## config.mk

```make
export PLATFORM = sky130hd
export DESIGN_NAME = ula_bist
export DESIGN_NICKNAME = d
export VERILOG_FILES = /design/src/rtl/ula_pkg.sv /design/src/rtl/ula_bist_ref.sv /design/src/rtl/ula_bist.sv
export SDC_FILE = /design/constraint.sdc
export NUM_CORES = 1
export LEC_CHECK = 0
export CORE_MARGIN = 2
export CORE_UTILIZATION = 50
export CTS_BUF_LIST = sky130_fd_sc_hd__clkbuf_4
export DETAILED_ROUTE_END_ITERATION = 8
export GPL_TIMING_DRIVEN = 0
export PLACE_DENSITY = 0.82
export SETUP_SLACK_MARGIN = 0.1
export SLEW_MARGIN = 10
export SYNTH_ARGS = -nofsm -noshare
export SYNTH_HDL_FRONTEND = slang
export SYNTH_SLANG_ARGS = --single-unit
```

## constraint.sdc

```tcl
create_clock -name clk -period 4.5 [get_ports clk]
set_input_delay 0.45 -clock clk [delete_from_list [all_inputs] [get_ports clk]]
set_output_delay 0.45 -clock clk [all_outputs]
set_load 0.005 [all_outputs]
```

## src/rtl/ula_pkg.sv

```systemverilog
// Shared ula definitions: opcode encodings, BIST LFSR polynomial and BIST state encoding.
package ula_pkg;

  localparam logic [3:0] ULA_AND = 4'b0000;
  localparam logic [3:0] ULA_OR  = 4'b0001;
  localparam logic [3:0] ULA_ADD = 4'b0010;
  localparam logic [3:0] ULA_SUB = 4'b0110;
  localparam logic [3:0] ULA_SLT = 4'b0111;

  localparam logic [31:0] LFSR_MASK = 32'h8020_0003;
  localparam int          N_OPS     = 5;

  typedef enum logic [2:0] {
    ST_IDLE,
    ST_DRIVE,
    ST_WAIT,
    ST_CHECK,
    ST_NEXT,
    ST_DONE
  } bistState_t;

  function automatic logic [3:0] opAt(input logic [2:0] idx);
    case (idx)
      3'd0:    return ULA_AND;
      3'd1:    return ULA_OR;
      3'd2:    return ULA_ADD;
      3'd3:    return ULA_SUB;
      default: return ULA_SLT;
    endcase
  endfunction

  // Right-shifting Galois form of x^32+x^22+x^2+x+1
  function automatic logic [31:0] lfsrStep(input logic [31:0] v);
    return (v >> 1) ^ (v[0] ? LFSR_MASK : 32'h0);
  endfunction

endpackage

```

## src/rtl/ula_bist_ref.sv

```systemverilog
// Combinational golden ula model used by the BIST to compute the expected result.
module ula_bist_ref
  import ula_pkg::*;
#(
  parameter int WIDTH = 32
) (
  input  logic [WIDTH-1:0] a,
  input  logic [WIDTH-1:0] b,
  input  logic [3:0]       ulaOp,
  output logic [WIDTH-1:0] expS
);

  always_comb begin
    expS = '0;
    case (ulaOp)
      ULA_AND: expS = a & b;
      ULA_OR:  expS = a | b;
      ULA_ADD: expS = a + b;
      ULA_SUB: expS = a - b;
      ULA_SLT: expS[0] = ($signed(a) < $signed(b));
      default: expS = '0;
    endcase
  end

endmodule

```

## src/rtl/ula_bist.sv

```systemverilog
// BIST initiator for the ula: drives directed and LFSR vectors per opcode, checks S,
// counts mismatches and captures the first failing vector.
//
// state    | meaning
// ST_IDLE  | waiting for start after reset
// ST_DRIVE | register A/B/UlaOp for the current vector
// ST_WAIT  | settle down-counter running
// ST_CHECK | compare S with golden, update fail count/capture
// ST_NEXT  | advance vector/opcode indices
// ST_DONE  | run finished, results held until next start
module ula_bist
  import ula_pkg::*;
#(
  parameter int          WIDTH  = 32,
  parameter int          N_VECT = 16,
  parameter int          SETTLE = 1,
  parameter logic [31:0] SEED   = 32'hACE1_2468
) (
  input  logic             clk,
  input  logic             reset_n,
  input  logic             start,
  output logic [WIDTH-1:0] A,
  output logic [WIDTH-1:0] B,
  output logic [3:0]       UlaOp,
  input  logic [WIDTH-1:0] S,
  output logic             busy,
  output logic             done,
  output logic             pass,
  output logic [7:0]       fail_count,
  output logic [3:0]       fail_op,
  output logic [WIDTH-1:0] fail_a,
  output logic [WIDTH-1:0] fail_b,
  output logic [WIDTH-1:0] fail_s
);

  localparam int VW = (N_VECT > 1) ? $clog2(N_VECT) : 1;
  localparam int CW = (SETTLE > 1) ? $clog2(SETTLE) : 1;
  localparam logic [CW-1:0] WAIT_LOAD = CW'((SETTLE > 0) ? SETTLE - 1 : 0);
  localparam logic [VW-1:0] LAST_VEC  = VW'(N_VECT - 1);
  localparam logic [2:0]    LAST_OP   = 3'(N_OPS - 1);

  bistState_t      state;
  logic [VW-1:0]   vecIdx;
  logic [2:0]      opIdx;
  logic [CW-1:0]   waitCnt;
  logic [31:0]     lfsr;
  logic [31:0]     lfsrA;
  logic [31:0]     lfsrB;
  logic [WIDTH-1:0] expS;

  assign lfsrA = lfsrStep(lfsr);
  assign lfsrB = lfsrStep(lfsrA);

  ula_bist_ref #(.WIDTH(WIDTH)) uRef (
    .a     (A),
    .b     (B),
    .ulaOp (UlaOp),
    .expS  (expS)
  );

  always_ff @(posedge clk or negedge reset_n) begin
    if (!reset_n) begin
      state      <= ST_IDLE;
      vecIdx     <= '0;
      opIdx      <= '0;
      waitCnt    <= '0;
      lfsr       <= SEED;
      A          <= '0;
      B          <= '0;
      UlaOp      <= '0;
      busy       <= 1'b0;
      done       <= 1'b0;
      pass       <= 1'b0;
      fail_count <= '0;
      fail_op    <= '0;
      fail_a     <= '0;
      fail_b     <= '0;
      fail_s     <= '0;
    end else begin
      case (state)
        ST_IDLE, ST_DONE: begin
          if (start) begin
            fail_count <= '0;
            fail_op    <= '0;
            fail_a     <= '0;
            fail_b     <= '0;
            fail_s     <= '0;
            lfsr       <= SEED;
            vecIdx     <= '0;
            opIdx      <= '0;
            done       <= 1'b0;
            pass       <= 1'b0;
            busy       <= 1'b1;
            state      <= ST_DRIVE;
          end
        end
        ST_DRIVE: begin
          UlaOp <= opAt(opIdx);
          if (vecIdx == '0) begin
            A <= WIDTH'(32'd20);
            B <= WIDTH'(32'd12);
          end else begin
            A    <= WIDTH'(lfsrA);
            B    <= WIDTH'(lfsrB);
            lfsr <= lfsrB;
          end
          waitCnt <= WAIT_LOAD;
          state   <= (SETTLE > 0) ? ST_WAIT : ST_CHECK;
        end
        ST_WAIT: begin
          if (waitCnt == '0) state <= ST_CHECK;
          else               waitCnt <= waitCnt - 1'b1;
        end
        ST_CHECK: begin
          if (S != expS) begin
            // fail_count==0 marks the first mismatch since it never returns to 0 within a run
            if (fail_count == '0) begin
              fail_op <= UlaOp;
              fail_a  <= A;
              fail_b  <= B;
              fail_s  <= S;
            end
            if (fail_count != 8'hFF) fail_count <= fail_count + 1'b1;
          end
          state <= ST_NEXT;
        end
        ST_NEXT: begin
          if (vecIdx == LAST_VEC) begin
            vecIdx <= '0;
            if (opIdx == LAST_OP) begin
              busy  <= 1'b0;
              done  <= 1'b1;
              pass  <= (fail_count == '0);
              state <= ST_DONE;
            end else begin
              opIdx <= opIdx + 1'b1;
              state <= ST_DRIVE;
            end
          end else begin
            vecIdx <= vecIdx + 1'b1;
            state  <= ST_DRIVE;
          end
        end
        default: state <= ST_IDLE;
      endcase
    end
  end

endmodule
```

# Yosys cells after proc, flatten, opt, wreduce, memory -nomap -nowiden
# Index checks and enable logic that the tools add are counted.
dict set report word_totals {
  register_bits 222
  in_bits 35
  out_inout_bits 179
  wordCells 121
}
dict set report classes {
  n_addsub 6
  n_lt_le_gt_ge 1
  eq_ne 25
  muxes 52
  n_bitwise 4
  reduce_logical 17
}
# operator count
set ops {}
lappend ops {{two-way mux 32 bit} 13}
lappend ops {{one-hot mux 32 bit (2 select lines)} 4}
lappend ops {{one-hot mux 31 bit (4 select lines)} 1}
lappend ops {{bitwise XOR 31 x 32 -> 32 bit} 2}
lappend ops {{adder 32 bit} 1}
lappend ops {{bitwise AND 32 bit} 1}
lappend ops {{less-than comparator 32 bit} 1}
lappend ops {{inequality test 32 bit} 1}
lappend ops {{OR 32 bit} 1}
lappend ops {{subtractor 32 bit} 1}
lappend ops {{two-way mux 8 bit} 3}
lappend ops {{two-way mux 3 bit} 7}
lappend ops {{inequality test 2 bit (second input constant)} 9}
lappend ops {{two-way mux 4 bit} 4}
lappend ops {{one-hot mux 4 bit (2 select lines)} 2}
lappend ops {{one-hot mux 8 bit (2 select lines)} 1}
lappend ops {{AND reduction 4 bit} 4}
lappend ops {{one-hot mux 3 bit (5 select lines)} 1}
lappend ops {{equality test 3 x 2 -> 1 bit (second input constant)} 4}
lappend ops {{one-hot mux 3 bit (4 select lines)} 1}
lappend ops {{equality test 3 bit (second input constant)} 3}
lappend ops {{two-way mux 1 bit} 9}
lappend ops {{adder 8 x 1 -> 8 bit (second input constant)} 1}
lappend ops {{equality test 4 x 3 -> 1 bit (second input constant)} 2}
lappend ops {{other kinds (18)} 28}

# Depth between registers and ports, before layout
dict set report depth {
  word_depth 6
  depth_mapped 17
  depth_no_buf 15
}

# Modules after synthesis
# Synthesis repeated with hierarchy kept, for this count alone.
dict set report hier_totals {
  cells_unflattened 1410
  area_unflattened_um2 12901.1
}
# mod n_inst cells_per_inst area_per_inst_um2 seq_area_each_um2
set by_module_without_submodules {}
lappend by_module_without_submodules {ula_bist 1 692 8144.1 4095.2}
lappend by_module_without_submodules {ula_bist_ref 1 718 4757.1 0.0}

# Worst setup path after synthesis
# No wires, ideal clock.
dict set report synth_path {
  path_type {register -> register}
  from {register A[10]}
  to {register fail_op[2]}
  setup_time_ps 127
  arrival_ps 3967
  required_time_ps 4373
  path_slack_ps 406
  stages_incl_launch_ff 17
  n_path_buf 2
  period_less_slack_ps 4094
  path_cell_list {dfrtp_1 -> inv_1 -> ha_1 -> buf_4 -> inv_2 -> a2111o_1 -> o211a_1 -> o31a_1 -> mux2i_1 -> or4_1 -> a221oi_1 -> nand4_1 -> nor4_1 -> nand4_2 -> nand2_4 -> buf_8 -> mux2_1}
}
dict set report synth_via {
  elab_chain_cells 5
  elab_cells_between_ends 10
  cone_classes {2 x add/sub; 1 x order compare; 2 x eq/ne; 2 x mux; 2 x bitwise; 1 x reduce/logical}
}
# item line
set synth_rtl {}
lappend synth_rtl {{start, declared} ula_bist.sv:22} ;# output logic [WIDTH-1:0] A,
lappend synth_rtl {{start signal, assigned} ula_bist.sv:100} ;# A <= WIDTH'(32'd20);
lappend synth_rtl {{start signal, assigned} ula_bist.sv:103} ;# A <= WIDTH'(lfsrA);
lappend synth_rtl {{subtractor 32 bit (tied with other cells)} ula_bist_ref.sv:19} ;# ULA_SUB: expS = a - b;
lappend synth_rtl {{one-hot mux 31 bit (4 select lines) / one-hot mux 1 bit (5 select lines) (equally long branches)} ula_bist_ref.sv:15} ;# case (ulaOp)
lappend synth_rtl {{inequality test 32 bit *} ula_bist.sv:115} ;# if (S != expS) begin
lappend synth_rtl {{inequality test 2 bit (no source line) *} n/a}
lappend synth_rtl {{AND reduction 4 bit (no source line) *} n/a}
lappend synth_rtl {{end signal, assigned} ula_bist.sv:118} ;# fail_op <= UlaOp;
lappend synth_rtl {{end, declared} ula_bist.sv:30} ;# output logic [3:0] fail_op,
# Every way passes the cells marked *; elsewhere a longest branch is shown, timed or not.
# A chain may end at the register's enable or synchronous reset.

# Worst setup path in the final report
dict set report layout_path {
  from {register B[0]}
  to {register fail_s[9]}
}
dict set report layout_via {
  elab_chain_cells 5
  elab_cells_between_ends 10
  cone_classes {2 x add/sub; 1 x order compare; 2 x eq/ne; 2 x mux; 2 x bitwise; 1 x reduce/logical}
}
# item line
set layout_rtl {}
lappend layout_rtl {{start, declared} ula_bist.sv:23} ;# output logic [WIDTH-1:0] B,
lappend layout_rtl {{start signal, assigned} ula_bist.sv:101} ;# B <= WIDTH'(32'd12);
lappend layout_rtl {{start signal, assigned} ula_bist.sv:104} ;# B <= WIDTH'(lfsrB);
lappend layout_rtl {{subtractor 32 bit (tied with other cells)} ula_bist_ref.sv:19}
lappend layout_rtl {{one-hot mux 1 bit (5 select lines) / one-hot mux 31 bit (4 select lines) (equally long branches)} ula_bist_ref.sv:15}
lappend layout_rtl {{inequality test 32 bit *} ula_bist.sv:115}
lappend layout_rtl {{inequality test 2 bit (no source line) *} n/a}
lappend layout_rtl {{AND reduction 4 bit (no source line) *} n/a}
lappend layout_rtl {{end signal, assigned} ula_bist.sv:78} ;# fail_s <= '0;
lappend layout_rtl {{end signal, assigned} ula_bist.sv:87} ;# fail_s <= '0;
lappend layout_rtl {{end signal, assigned} ula_bist.sv:121} ;# fail_s <= S;
lappend layout_rtl {{end, declared} ula_bist.sv:33} ;# output logic [WIDTH-1:0] fail_s
# Marks and branches as above.

==> flow_metrics.py <==
metrics = {
    "critical_path": {
        "cpPeakStageDelay_ps": 610,
        "crit_path_top_delay_cell": "or4_4",
        "startpoint": "B[0]",
        "endpoint": "fail_s[9]",
        "r2r-start": "B[0]",
        "crit_required_ps": 5050,
        "cp-end-kind": "flop",
        "cp.arrival_ps": 5190,
        "crit_type": "reg -> reg",
        "ff2ff_path_depth": 17,
        "startpoint_type": "flop",
        "r2r_slack_ps": -140,
        "r2r_end": "fail_s[9]",
        "crit_chain": "buf_6 -> ha_4 -> fa_2 -> mux2i_1 -> a221oi_2 -> xnor2_1 -> a221oi_1 -> o221ai_1 -> nor4_2 -> nand4_1 -> or4_4 -> nor4_4 -> nand4_4 -> nand2_8 -> buf_12 -> clkbuf_16 -> mux2i_1",
        "cp_common_cell": "mux2i_1",
        "cp_max_fo": 8,
    },
    "detailed_routing": {
        "route.met3.wl_um": 4610,
        "drt-pass1-iter-count": 5,
        "wl_met2_um": 24800,
        "dr.max_layer_used": "met4",
        "avgRoutedWirePerCell_um": 23.3,
        "num_vias": 14400,
        "viasPerCell": 6.12,
        "drtIter0Drc": 1466,
        "wl_um": 54600,
        "ant_nets": 0,
        "m1WireLength_um": 22900,
        "route.detailed.drc": 0,
    },
    "min_path": {
        "hold_class": "in -> reg",
    },
    "die": {
        "die_y_um": 170,
        "core-area_mm2": 0.0270,
        "io_pins": 214,
        "die_width_um": 170,
        "start_util_pct": 51.2,
        "dieArea_mm2": 0.0290,
        "rows": 60,
    },
    "yosys": {
        "yosys_warnings": 0,
        "synth_cell_types": 89,
        "synth-async-reset-ratio_pct": 100,
        "synthCells": 1710,
        "ys_ff_latch": 163,
        "synth-edff-count": 0,
        "avgSynthCellArea_um2": 8.09,
        "synth_ff_type": "dfrtp_1",
        "seq_area_frac_synth_pct": 29.6,
        "synth.cell_area_mm2": 0.0138,
    },
    "place": {
        "dpl.hpwl_um": 40900,
        "portBuffers": 208,
        "preCtsSetupSlack_ps": -1580,
        "gp_congestion": 1.01,
    },
    "clocking": {
        "clock_latency_ps": 660,
        "root_buffer": "clkbuf_4",
        "cts_tree": "done",
        "clk_pin_slew_worst_paths_ps": 190,
        "clockBufferDepth": 2,
        "clock_sinks": 163,
        "htreeDepth": 4,
        "cts-buffers-inserted": 17,
    },
    "run": {
        "cap_violations": 0,
    },
    "global_route": {
        "grt_pass1_vias": 14000,
        "antenna_found_initial": 1,
        "gr-total-overflow": 0,
        "track_usage_pct": 37.6,
        "grt_pass1_wl_um": 82600,
        "grt_max_degree": 107,
    },
    "finish": {
        "fin_nets": 2135,
        "drive_above_1_share_pct": 18.9,
        "multi_input_area_mm2": 0.00896,
        "fillers": 2235,
        "syn2layout_area_growth_pct": 31.0,
        "final-seq-area_mm2": 0.00413,
        "fin_util_pct": 67.1,
    },
    "power": {
        "ir_drop_uv": 413,
        "leakage_nw": 7.92,
        "p_per_area_mw_per_mm2": 785,
    },
    "sta": {
        "post-route-period-util_pct": 103,
        "setup_viol": 59,
        "finalClockSkew_ps": 58.0,
        "min_period_ps": 4640,
        "relSlewSlack_pct": 21.9,
        "grt_setup_unrepaired": "yes",
        "fin_ws_ps": -138,
        "fmaxAchievable_mhz": 216,
        "worst_pin_slew_ps": 1170,
        "fin_hold_ws_ps": 219,
        "slew_viol_final": 0,
        "timing.final.hold_violations": 0,
    },
    "run_status": {
        "violations": "setup timing",
        "outcome": "finished, violations left",
    },
}
==> layer usage <==
metal	vias up	GRT usage, %
met5	-	0
met4	0	15.9
met3	153	6.77
met2	760	59.5
met1	6988	50.6
li1	6474	-
==> worst min path at each step <==
stage                     slack [ps]  cells after the start    endpoint  startpoint
after floorplan                  150                      0        A[0]     reset_n
after global placement           460                      2    lfsr[20]    lfsr[20]
after detailed placement         400                      1  fail_a[10]     reset_n
after CTS                        180                      3   fail_s[4]        S[4]
after global routing             240                      3   fail_s[4]        S[4]
final                            220                      3   fail_s[4]        S[4]
==> sequential cells by signal (all words and copies together) (netlist names), 3 cells and up <==
register	flops
fail_b	5
lfsr	32
UlaOp	3
B	5
fail_s	32
state	3
fail_op	3
A	31
vecIdx	4
fail_a	31
opIdx	3
fail_count	8
==> what timing repair did <==
action,in CTS,in global routing
setup buffers,53,4
hold endpoints to repair,54,0
gates resized for setup,220,14
gates cloned,2,2
hold buffers,1,0
setup endpoints to repair,79,79
pin swaps,38,10
==> final cells by class <==
class | instances | area share, %
Multi-Input combinational cell | 1226 | 49.4
Sequential cell | 163 | 22.8
Timing Repair Buffer | 270 | 14.7
Buffer | 143 | 5.34
Inverter | 172 | 3.60
Tap cell | 341 | 2.35
Clock inverter | 14 | 1.02
Clock buffer | 18 | 0.746
Antenna cell | 1 | 0.0138
==> stage by stage <==
stage                     instances  total power, mW  setup TNS [ps]  area [um^2]
after floorplan                1711             7.89               0        13800
after global placement         2260             11.0         -684440        16300
after detailed placement       2261             11.1         -110850        16400
after CTS                      2344             13.8               0        18000
after global routing           2348             15.0          -15120        18100
final                          2348             14.2           -4200        18100
==> power breakdown <==
group | switching, mW | leakage [nW] | internal, mW | total (mW)
registers | 0.415 | 2.13 | 1.94 | 2.35
logic | 6.29 | 5.62 | 4.54 | 10.8
clock network | 0.682 | 0.171 | 0.366 | 1.05
total | 7.39 | 7.92 | 6.84 | 14.2
==> synth_stat cells (11+ instances only) <==
cell | count | area share, %
o211ai_1 | 18 | 0.98
nor3_1 | 40 | 1.4
nor4_1 | 18 | 0.81
clkbuf_1 | 57 | 1.5
xor2_1 | 11 | 0.70
dfrtp_1 | 150 | 27
nand2b_1 | 16 | 0.72
nor2_1 | 102 | 2.8
inv_1 | 169 | 4.6
buf_2 | 17 | 0.62
nand3_1 | 32 | 1.2
a31oi_1 | 19 | 0.86
a21o_1 | 18 | 0.98
a21oi_1 | 93 | 3.4
nand2_1 | 230 | 6.2
dfstp_2 | 13 | 2.5
o31ai_1 | 14 | 0.76
mux2i_1 | 113 | 8.2
xnor2_1 | 24 | 1.5
a211oi_1 | 21 | 1.1
nand4_1 | 21 | 0.95
o21ai_0 | 105 | 3.8
buf_4 | 63 | 3.4
ha_1 | 105 | 9.5
nor2b_1 | 23 | 1.0
==> cells by family (layout without fill, tap and decap cells) <==
kind of cell	count (synthesis)	in the layout	share of synthesized area (%)
mux	118	118	8.59
other cells	1	3	0.0271
fa+ha+maj	107	107	9.79
flops	163	163	29.6
compound gates	416	416	19.9
buf+inv	322	617	11.1
xor+xnor	35	35	2.22
simple gates	548	548	18.8
==> critical path, delay by kind of cell (launching register included) <==
kind,cells,cell delay (ps)
mux,2,260
compound gates,3,660
buf+inv,3,480
flops,1,440
simple gates,6,1880
fa+ha+maj,2,670
xor+xnor,1,110
==> cell usage in the layout (no fill, tap or decap), types with 13 or more instances in the layout <==
master           count
dfrtp_1            124
inv_1              160
nand4_1             21
buf_4              127
dfrtp_2             26
o21ai_0             95
clkdlybuf4s50_1    207
nor2b_1             21
dfstp_2             13
a31oi_1             16
nor3_1              36
nor2_1              95
a21oi_1             72
nand3_1             31
clkbuf_1            38
ha_1                90
nand2_1            229
a21oi_2             18
a21o_1              18
clkbuf_4            20
xnor2_1             24
mux2i_1            111
nand2b_1            15
o211ai_1            18
(Power assumes the default switching activity.)
